### config.mk
export PLATFORM = sky130hd
export DESIGN_NAME = adder_bist_sequencer
export DESIGN_NICKNAME = d
export VERILOG_FILES = /design/src/rtl/adder_bist_sequencer.sv
export SDC_FILE = /design/constraint.sdc
export NUM_CORES = 1
export LEC_CHECK = 0
export BUFFER_PORTS_ARGS = -buffer_cell sky130_fd_sc_hd__buf_4
export CELL_PAD_IN_SITES_DETAIL_PLACEMENT = 1
export CELL_PAD_IN_SITES_GLOBAL_PLACEMENT = 2
export CORE_MARGIN = 2
export CORE_UTILIZATION = 31
export CTS_CLUSTER_SIZE = 40
export DETAILED_ROUTE_END_ITERATION = 6
export PLACE_DENSITY_LB_ADDON = 0.25
export SYNTH_ARGS = -nofsm -noshare
export SYNTH_HDL_FRONTEND = slang
export SYNTH_SLANG_ARGS = --single-unit
export TNS_END_PERCENT = 100
### constraint.sdc
create_clock -name clk -period 3.1 [get_ports clk]
set_input_delay 0.31 -clock clk [delete_from_list [all_inputs] [get_ports clk]]
set_output_delay 0.31 -clock clk [all_outputs]
set_load 0.05 [all_outputs]
### src/rtl/adder_bist_sequencer.sv
// Built-in self-test sequencer for a WIDTH-bit adder: sweeps every operand
// combination, compares the adder's response against A+B+Cin and records results.
module adder_bist_sequencer #(
    parameter int WIDTH       = 4,
    parameter int SETTLE      = 1,
    parameter int INCLUDE_CIN = 0
) (
    input  logic                 clk,
    input  logic                 rst_n,
    input  logic                 start,
    output logic                 busy,
    output logic                 done,
    output logic                 pass,
    output logic [WIDTH-1:0]     a_out,
    output logic [WIDTH-1:0]     b_out,
    output logic                 cin_out,
    input  logic [WIDTH-1:0]     sum_in,
    input  logic                 cout_in,
    output logic [2*WIDTH+1:0]   err_count,
    output logic [WIDTH-1:0]     first_fail_a,
    output logic [WIDTH-1:0]     first_fail_b,
    output logic                 first_fail_cin
);

    localparam int EW = 2*WIDTH + 2;
    localparam int VW = 2*WIDTH + 1;

    typedef enum logic [1:0] {S_IDLE, S_DRIVE, S_DONE} state_t;

    state_t            r_state;
    state_t            w_state_next;
    logic [3:0]        r_cnt;
    logic [WIDTH-1:0]  r_a, r_b;
    logic              r_cin;
    logic [EW-1:0]     r_err;
    logic [EW-1:0]     w_err_next;
    logic [WIDTH-1:0]  r_ff_a, r_ff_b;
    logic              r_ff_cin;
    logic              r_busy, r_done, r_pass;
    logic              w_busy_next, w_done_next, w_pass_next;

    logic              w_start_acc;
    logic              w_last_beat;
    logic              w_last_vec;
    logic              w_compare;
    logic              w_mismatch;
    logic [WIDTH:0]    w_ref;
    logic [VW-1:0]     w_vec_inc;

    assign w_start_acc = start && (r_state == S_IDLE || r_state == S_DONE);
    assign w_last_beat = (r_cnt == 4'(SETTLE));
    assign w_last_vec  = (&r_a) && (&r_b) && (r_cin == 1'(INCLUDE_CIN));
    assign w_compare   = (r_state == S_DRIVE) && w_last_beat;
    assign w_ref       = {1'b0, r_a} + {1'b0, r_b} + {{WIDTH{1'b0}}, r_cin};
    assign w_mismatch  = ({cout_in, sum_in} != w_ref);
    // b is the innermost index, cin the outermost; the last vector wraps to zero.
    assign w_vec_inc   = {r_cin, r_a, r_b} + VW'(1);

    // State register
    always_ff @(posedge clk or negedge rst_n) begin
        if (!rst_n) begin
            r_state <= S_IDLE;
        end else begin
            r_state <= w_state_next;
        end
    end

    // Next-state logic
    always_comb begin
        w_state_next = r_state;
        case (r_state)
            S_IDLE, S_DONE: if (start)                      w_state_next = S_DRIVE;
            S_DRIVE:        if (w_last_beat && w_last_vec)  w_state_next = S_DONE;
            default:                                        w_state_next = S_IDLE;
        endcase
    end

    // Output decode, registered below so no input reaches an output combinationally
    always_comb begin
        w_err_next = r_err;
        if (w_start_acc) begin
            w_err_next = '0;
        end else if (w_compare && w_mismatch && !(&r_err)) begin
            w_err_next = r_err + EW'(1);
        end
        w_busy_next = (w_state_next == S_DRIVE);
        w_done_next = (w_state_next == S_DONE);
        w_pass_next = (w_state_next == S_DONE) && (w_err_next == '0);
    end

    always_ff @(posedge clk or negedge rst_n) begin
        if (!rst_n) begin
            r_cnt    <= '0;
            r_a      <= '0;
            r_b      <= '0;
            r_cin    <= 1'b0;
            r_err    <= '0;
            r_ff_a   <= '0;
            r_ff_b   <= '0;
            r_ff_cin <= 1'b0;
            r_busy   <= 1'b0;
            r_done   <= 1'b0;
            r_pass   <= 1'b0;
        end else begin
            r_busy <= w_busy_next;
            r_done <= w_done_next;
            r_pass <= w_pass_next;
            r_err  <= w_err_next;
            if (w_start_acc) begin
                r_cnt    <= '0;
                r_a      <= '0;
                r_b      <= '0;
                r_cin    <= 1'b0;
                r_ff_a   <= '0;
                r_ff_b   <= '0;
                r_ff_cin <= 1'b0;
            end else if (r_state == S_DRIVE) begin
                if (w_last_beat) begin
                    r_cnt <= '0;
                    if (w_mismatch && (r_err == '0)) begin
                        r_ff_a   <= r_a;
                        r_ff_b   <= r_b;
                        r_ff_cin <= r_cin;
                    end
                    r_b   <= w_vec_inc[WIDTH-1:0];
                    r_a   <= w_vec_inc[2*WIDTH-1:WIDTH];
                    r_cin <= (INCLUDE_CIN != 0) ? w_vec_inc[VW-1] : 1'b0;
                end else begin
                    r_cnt <= r_cnt + 4'd1;
                end
            end
        end
    end

    assign busy           = r_busy;
    assign done           = r_done;
    assign pass           = r_pass;
    assign a_out          = r_a;
    assign b_out          = r_b;
    assign cin_out        = r_cin;
    assign err_count      = r_err;
    assign first_fail_a   = r_ff_a;
    assign first_fail_b   = r_ff_b;
    assign first_fail_cin = r_ff_cin;

endmodule

==> impl_metrics.ini, run 1 <==
[route]
post-route-drc-count = 0
wirelength_microns = 4770
wire_per_inst_microns = 15.4
route.antenna.remaining_nets = 0
vias = 1508
via_per_inst = 4.85
dr.pass1.iters = 4
drt_iter0_drc = 34

[synthesis]
synth_common_cells = dfrtp_1 (35), nor2_1 (26), mux2i_1 (13)
synth-async-reset-ratio = 1.00
synth-seq-cells = 35
syn_inst = 188
yosysWarnings = 0
seq_area_frac_synth = 0.440
synthFlopType = dfrtp_1
synth_area_leaders = dfrtp_1 (44%), mux2i_1 (6.5%), nor2_1 (4.9%)
avgSynthCellArea_sq_um = 10.6
yosysUniqueCellTypes = 49
synth_most_common_cell = dfrtp_1
synth_edf_count = 0
yosysTopAreaCell = dfrtp_1
synth_area_sq_um = 1990
synth_top_area_share = 0.440

[sta]
fin_crit_ns = 2.96
finalSetupViolCount = 0
rsz0062_at_grt = false
finClkSkew_ns = 0.00933
tns_ns = 0
slew_violations = 0
timing.final.ws_setup_ns = 0.139
min_period_over_period = 0.955
max_freq_mhz = 338
finalHoldViolations = 0
tightest_slew_ns = 0.509
whs_ns = 0.349
relSlewSlack = 0.660

[cts]
cts_inserted_buffers = 5
worst_skew_pair.late_latency_ns = 0.29
cts_max_path_buffers = 2
cts_max_level = 2
tritoncts = built
post_cts.repair.setup_buffers = 0
clockRootBuffer = clkbuf_8
clk_pin_slew_worst_paths_ns = 0.07
cts_sinks = 35

[worst_setup_path]
r2r-end = pass
reg2reg_slack_ns = 0.14
required_ns = 3.29
reg2regPathDepth = 10
arrival_ns = 3.16
cp_max_fo = 3
start_kind = flop
crit_path_end_kind = flop
crit_type = flop to flop
r2r_start = a_out[0]

[die]
die-area_sq_um = 7080
io_pins = 39
die_y_microns = 84.2
row_count = 29
die_w_microns = 84.2
initial_core_util = 0.317
design.core.area_sq_um = 6280

[place]
dp_slack_ns = 0.141
gp_congestion = 0.701
port_buffers = 36
dp_hpwl_microns = 3430

[power]
p_per_area_nw_per_um2 = 776
ir_drop_mv = 0.269
finalPower_w = 0.00192
leakage_nw = 1.15

[final_layout]
areaGrowthSynthToFinish_pct = 23.9
diodes = 0
final_core_util = 0.393
drive_gt1_frac = 0.291
nNetsFinal = 250

[grt]
gr-total-overflow = 0
antenna_found_initial = 0
grt_max_degree = 36
grt_first_pass_wirelength_microns = 7890
grtUsageTotal = 0.140
grt_pass1_vias = 1539

[status]
outcome = finished clean

[min_path]
worstHoldPathType = input pin to flop
worstHoldStart = start
hold-path-endpoint = done
holdPathStages = 3

[job]
maxCapViolations = 0
## placed cells by master (no fill, tap or decap), types with 4 or more instances in the layout
master / instances
buf_4: 44
clkbuf_8: 5
dfrtp_1: 33
ha_1: 7
mux2i_1: 13
nand2_1: 12
nand3_1: 4
nand4_1: 7
nor2_1: 26
nor3_1: 4
o21ai_0: 12
xnor2_1: 9
xor2_1: 5
## layer usage
metal  vias to the layer above  routed length [microns]  global-route usage
li1                        746                        -                   -
met2                        18                     2160               0.211
met1                       740                     2450               0.202
met4                         0                       32              0.0396
met3                         4                      133              0.0305
met5                         -                        0                   0
## flip-flops by register name, indices dropped and copies added, names as in the netlist
register / flops
pass: 1
first_fail_b: 4
r_state: 2
first_fail_a: 4
done: 1
a_out: 4
busy: 1
b_out: 4
r_cnt: 4
err_count: 10
## power by group
group / switching [W] / leakage, nW / internal [W]
clock: 0.000161 / 0.0383 / 0.000155
combinational: 0.000586 / 0.656 / 0.000341
sequential: 0.000116 / 0.460 / 0.000556
## per-stage QoR
step	area [sq um]	std cells
6_report	2470	311
5_1_grt	2470	311
4_1_cts	2460	311
3_5_place_dp	2370	303
3_3_place_gp	2370	303
2_1_floorplan	2000	189
## worst max path at each step
stage,start,endpoint,slack (ns),depth (start not counted)
final,a_out[0],pass,0.14,10
after detailed placement,a_out[0],pass,0.14,10
after floorplan,a_out[0],pass,0.07,10
after global placement,a_out[0],pass,0.20,10
after global routing,a_out[0],pass,0.01,10
after CTS,a_out[0],pass,0.12,10
## kinds of logic after synthesis
kind of cell               synth area share
DFF                                   0.440
and+or+nand+nor                       0.231
xor gates and xnor gates             0.0854
AOI/OAI and AO/OA                    0.0936
adders and majority gates            0.0540
muxes                                0.0653
other                               0.00188
buffers and inverters                0.0289
## worst max-delay path, cell delays in order, from the launching register on
cell and delay [ns]:
dfrtp_2 0.41, ha_1 0.22, fa_1 0.38, xnor3_1 0.38
nand3_2 0.11, nor3b_4 0.06, and2_4 0.17, or4_1 0.56
xor2_2 0.18, o221ai_2 0.12, nor4bb_2 0.27
## final cells by class
cell class                      count  area, sq um
Timing Repair Buffer               45          340
Multi-Input combinational cell    145         1070
Sequential cell                    35          878
Tap cell                           77         96.3
Clock buffer                        7         76.3
Fill cell                         727         3810
Inverter                            2         7.51
## repair_timing
item | CTS | global route
endpoints found under the hold margin | 27 | 0
resized for setup | 0 | 1
hold buffers | 1 | 0
endpoints found under the setup margin | 0 | 1
Power figures use the tool's default switching activity.
==> inputs of run 2 (changes only) <==
BUFFER_PORTS_ARGS = default   (was -buffer_cell sky130_fd_sc_hd__buf_4)
CAP_MARGIN = 10   (was default)
CORE_UTILIZATION = 36   (was 31)
DONT_BUFFER_PORTS = 1   (was default)
==> impl_metrics.ini, run 2 (same netlist as run 1, synthesis figures left out) <==
[status]
outcome = finished clean

[final_layout]
diodes = 0
fin_cells = 282
final_cell_mix = dfrtp_1 (33), nor2_1 (26), buf_4 (18)
largest_reg_flops = 10
final_common_cell = dfrtp_1
areaGrowthSynthToFinish_pct = 16.3
nNetsFinal = 225
drive_gt1_frac = 0.224
final_area_sq_um = 2320

[grt]
grt_first_pass_wirelength_microns = 8420
grt_max_degree = 36
gr-total-overflow = 0
antenna_found_initial = 0
grtUsageTotal = 0.178
grt_pass1_vias = 1622

[worst_setup_path]
crit_type = flop to flop
cp_top_family = simple AND/OR/NAND/NOR gates
crit_path_cell_trace = ha_1, fa_2, xnor3_1, nand3_2, nor3b_4, and2_4, or4_1, xor2_2, o221ai_2, nor4bb_2
cp_max_fo = 3
required_ns = 3.29
start_kind = flop
arrival_ns = 3.17
slowest_stage = or4_1
crit_path_end_kind = flop
slowest_delay_ns = 0.56
cp.buffers_inverters = 0

[die]
die_y_microns = 78.4
io_pins = 39
row_count = 27
die-area_sq_um = 6140
design.core.area_sq_um = 5440
initial_core_util = 0.366
die_w_microns = 78.4

[sta]
timing.final.ws_setup_ns = 0.126
max_freq_mhz = 336
finClkSkew_ns = 0.00701
relSlewSlack = 0.590
tns_ns = 0
rsz0062_at_grt = false
min_period_over_period = 0.959
slew_violations = 0
tightest_slew_ns = 0.615
fin_crit_ns = 2.97
finalHoldViolations = 0
finalSetupViolCount = 0

[cts]
cts_inserted_buffers = 5
tritoncts = built
clockRootBuffer = clkbuf_8
cts_max_level = 2
clk_pin_slew_worst_paths_ns = 0.07
cts_max_path_buffers = 2
worst_skew_pair.late_latency_ns = 0.29
cts_sinks = 35

[place]
port_buffers = 0
place_inst = 272
dp_hpwl_microns = 3680
gp_congestion = 0.795
dp_slack_ns = 0.0569
placed_area_sq_um = 2180

[route]
route.antenna.remaining_nets = 0
wire_per_inst_microns = 17.7
wirelength_microns = 4990
post-route-drc-count = 0
via_per_inst = 5.17
drt_iter0_drc = 29
vias = 1459
dr.pass1.iters = 4

[power]
leakage_nw = 1.04
p_per_area_nw_per_um2 = 828
ir_drop_mv = 0.364
finalPower_w = 0.00192

[job]
maxCapViolations = 0

[min_path]
worstHoldPathType = input pin to flop
[run 2: repair_timing]
item | 4_1_cts | 5_1_grt
buffers inserted | 0 | 0
endpoints found under the setup margin | 0 | 1
hold buffers | 2 | 0
gates resized for setup | 0 | 2
hold endpoints to repair | 35 | 0
[run 2: routing by layer]
metal | vias up | part of all wire | GRT usage
li1 | 701 | - | -
met1 | 715 | 0.40 | 0.210
met2 | 33 | 0.53 | 0.308
met3 | 10 | 0.051 | 0.0552
met4 | 0 | 0.016 | 0.0614
met5 | - | 0 | 0
[run 2: cell type report]
cell class	count	area (sq um)
fill	623	3120
timing repair buffer	20	165
tap	72	90.1
multi-input combinational	145	1070
clock buffer	8	100
sequential	35	878
inverter	2	7.51
[run 2: per-stage QoR]
step                       util  hold WS (ns)
after floorplan               -        0.0144
after global placement    0.400        0.0154
after detailed placement  0.400        0.0154
after global routing      0.426         0.261
final                     0.426         0.235
after CTS                 0.424         0.236
[run 2: worst paths after layout]
path	startpoint	endpoint	slack, ns	depth (start not counted)
max	a_out[0]	pass	0.13	10
min	start	done	0.24	2
max reg2reg	a_out[0]	pass	0.13	10
min reg2reg	r_cnt[0]	r_cnt[0]	0.59	1
max in group asynchronous	rst_n	a_out[0]	2.44	2
min in group asynchronous	rst_n	err_count[0]	0.47	2
[run 2: report_power, final]
| group | switching, W | total, W | internal, W | leakage, nW |
|---|---|---|---|---|
| Sequential | 0.000185 | 0.000739 | 0.000554 | 0.460 |
| Combinational | 0.000524 | 0.000808 | 0.000284 | 0.530 |
| Clock | 0.000168 | 0.000371 | 0.000203 | 0.0515 |
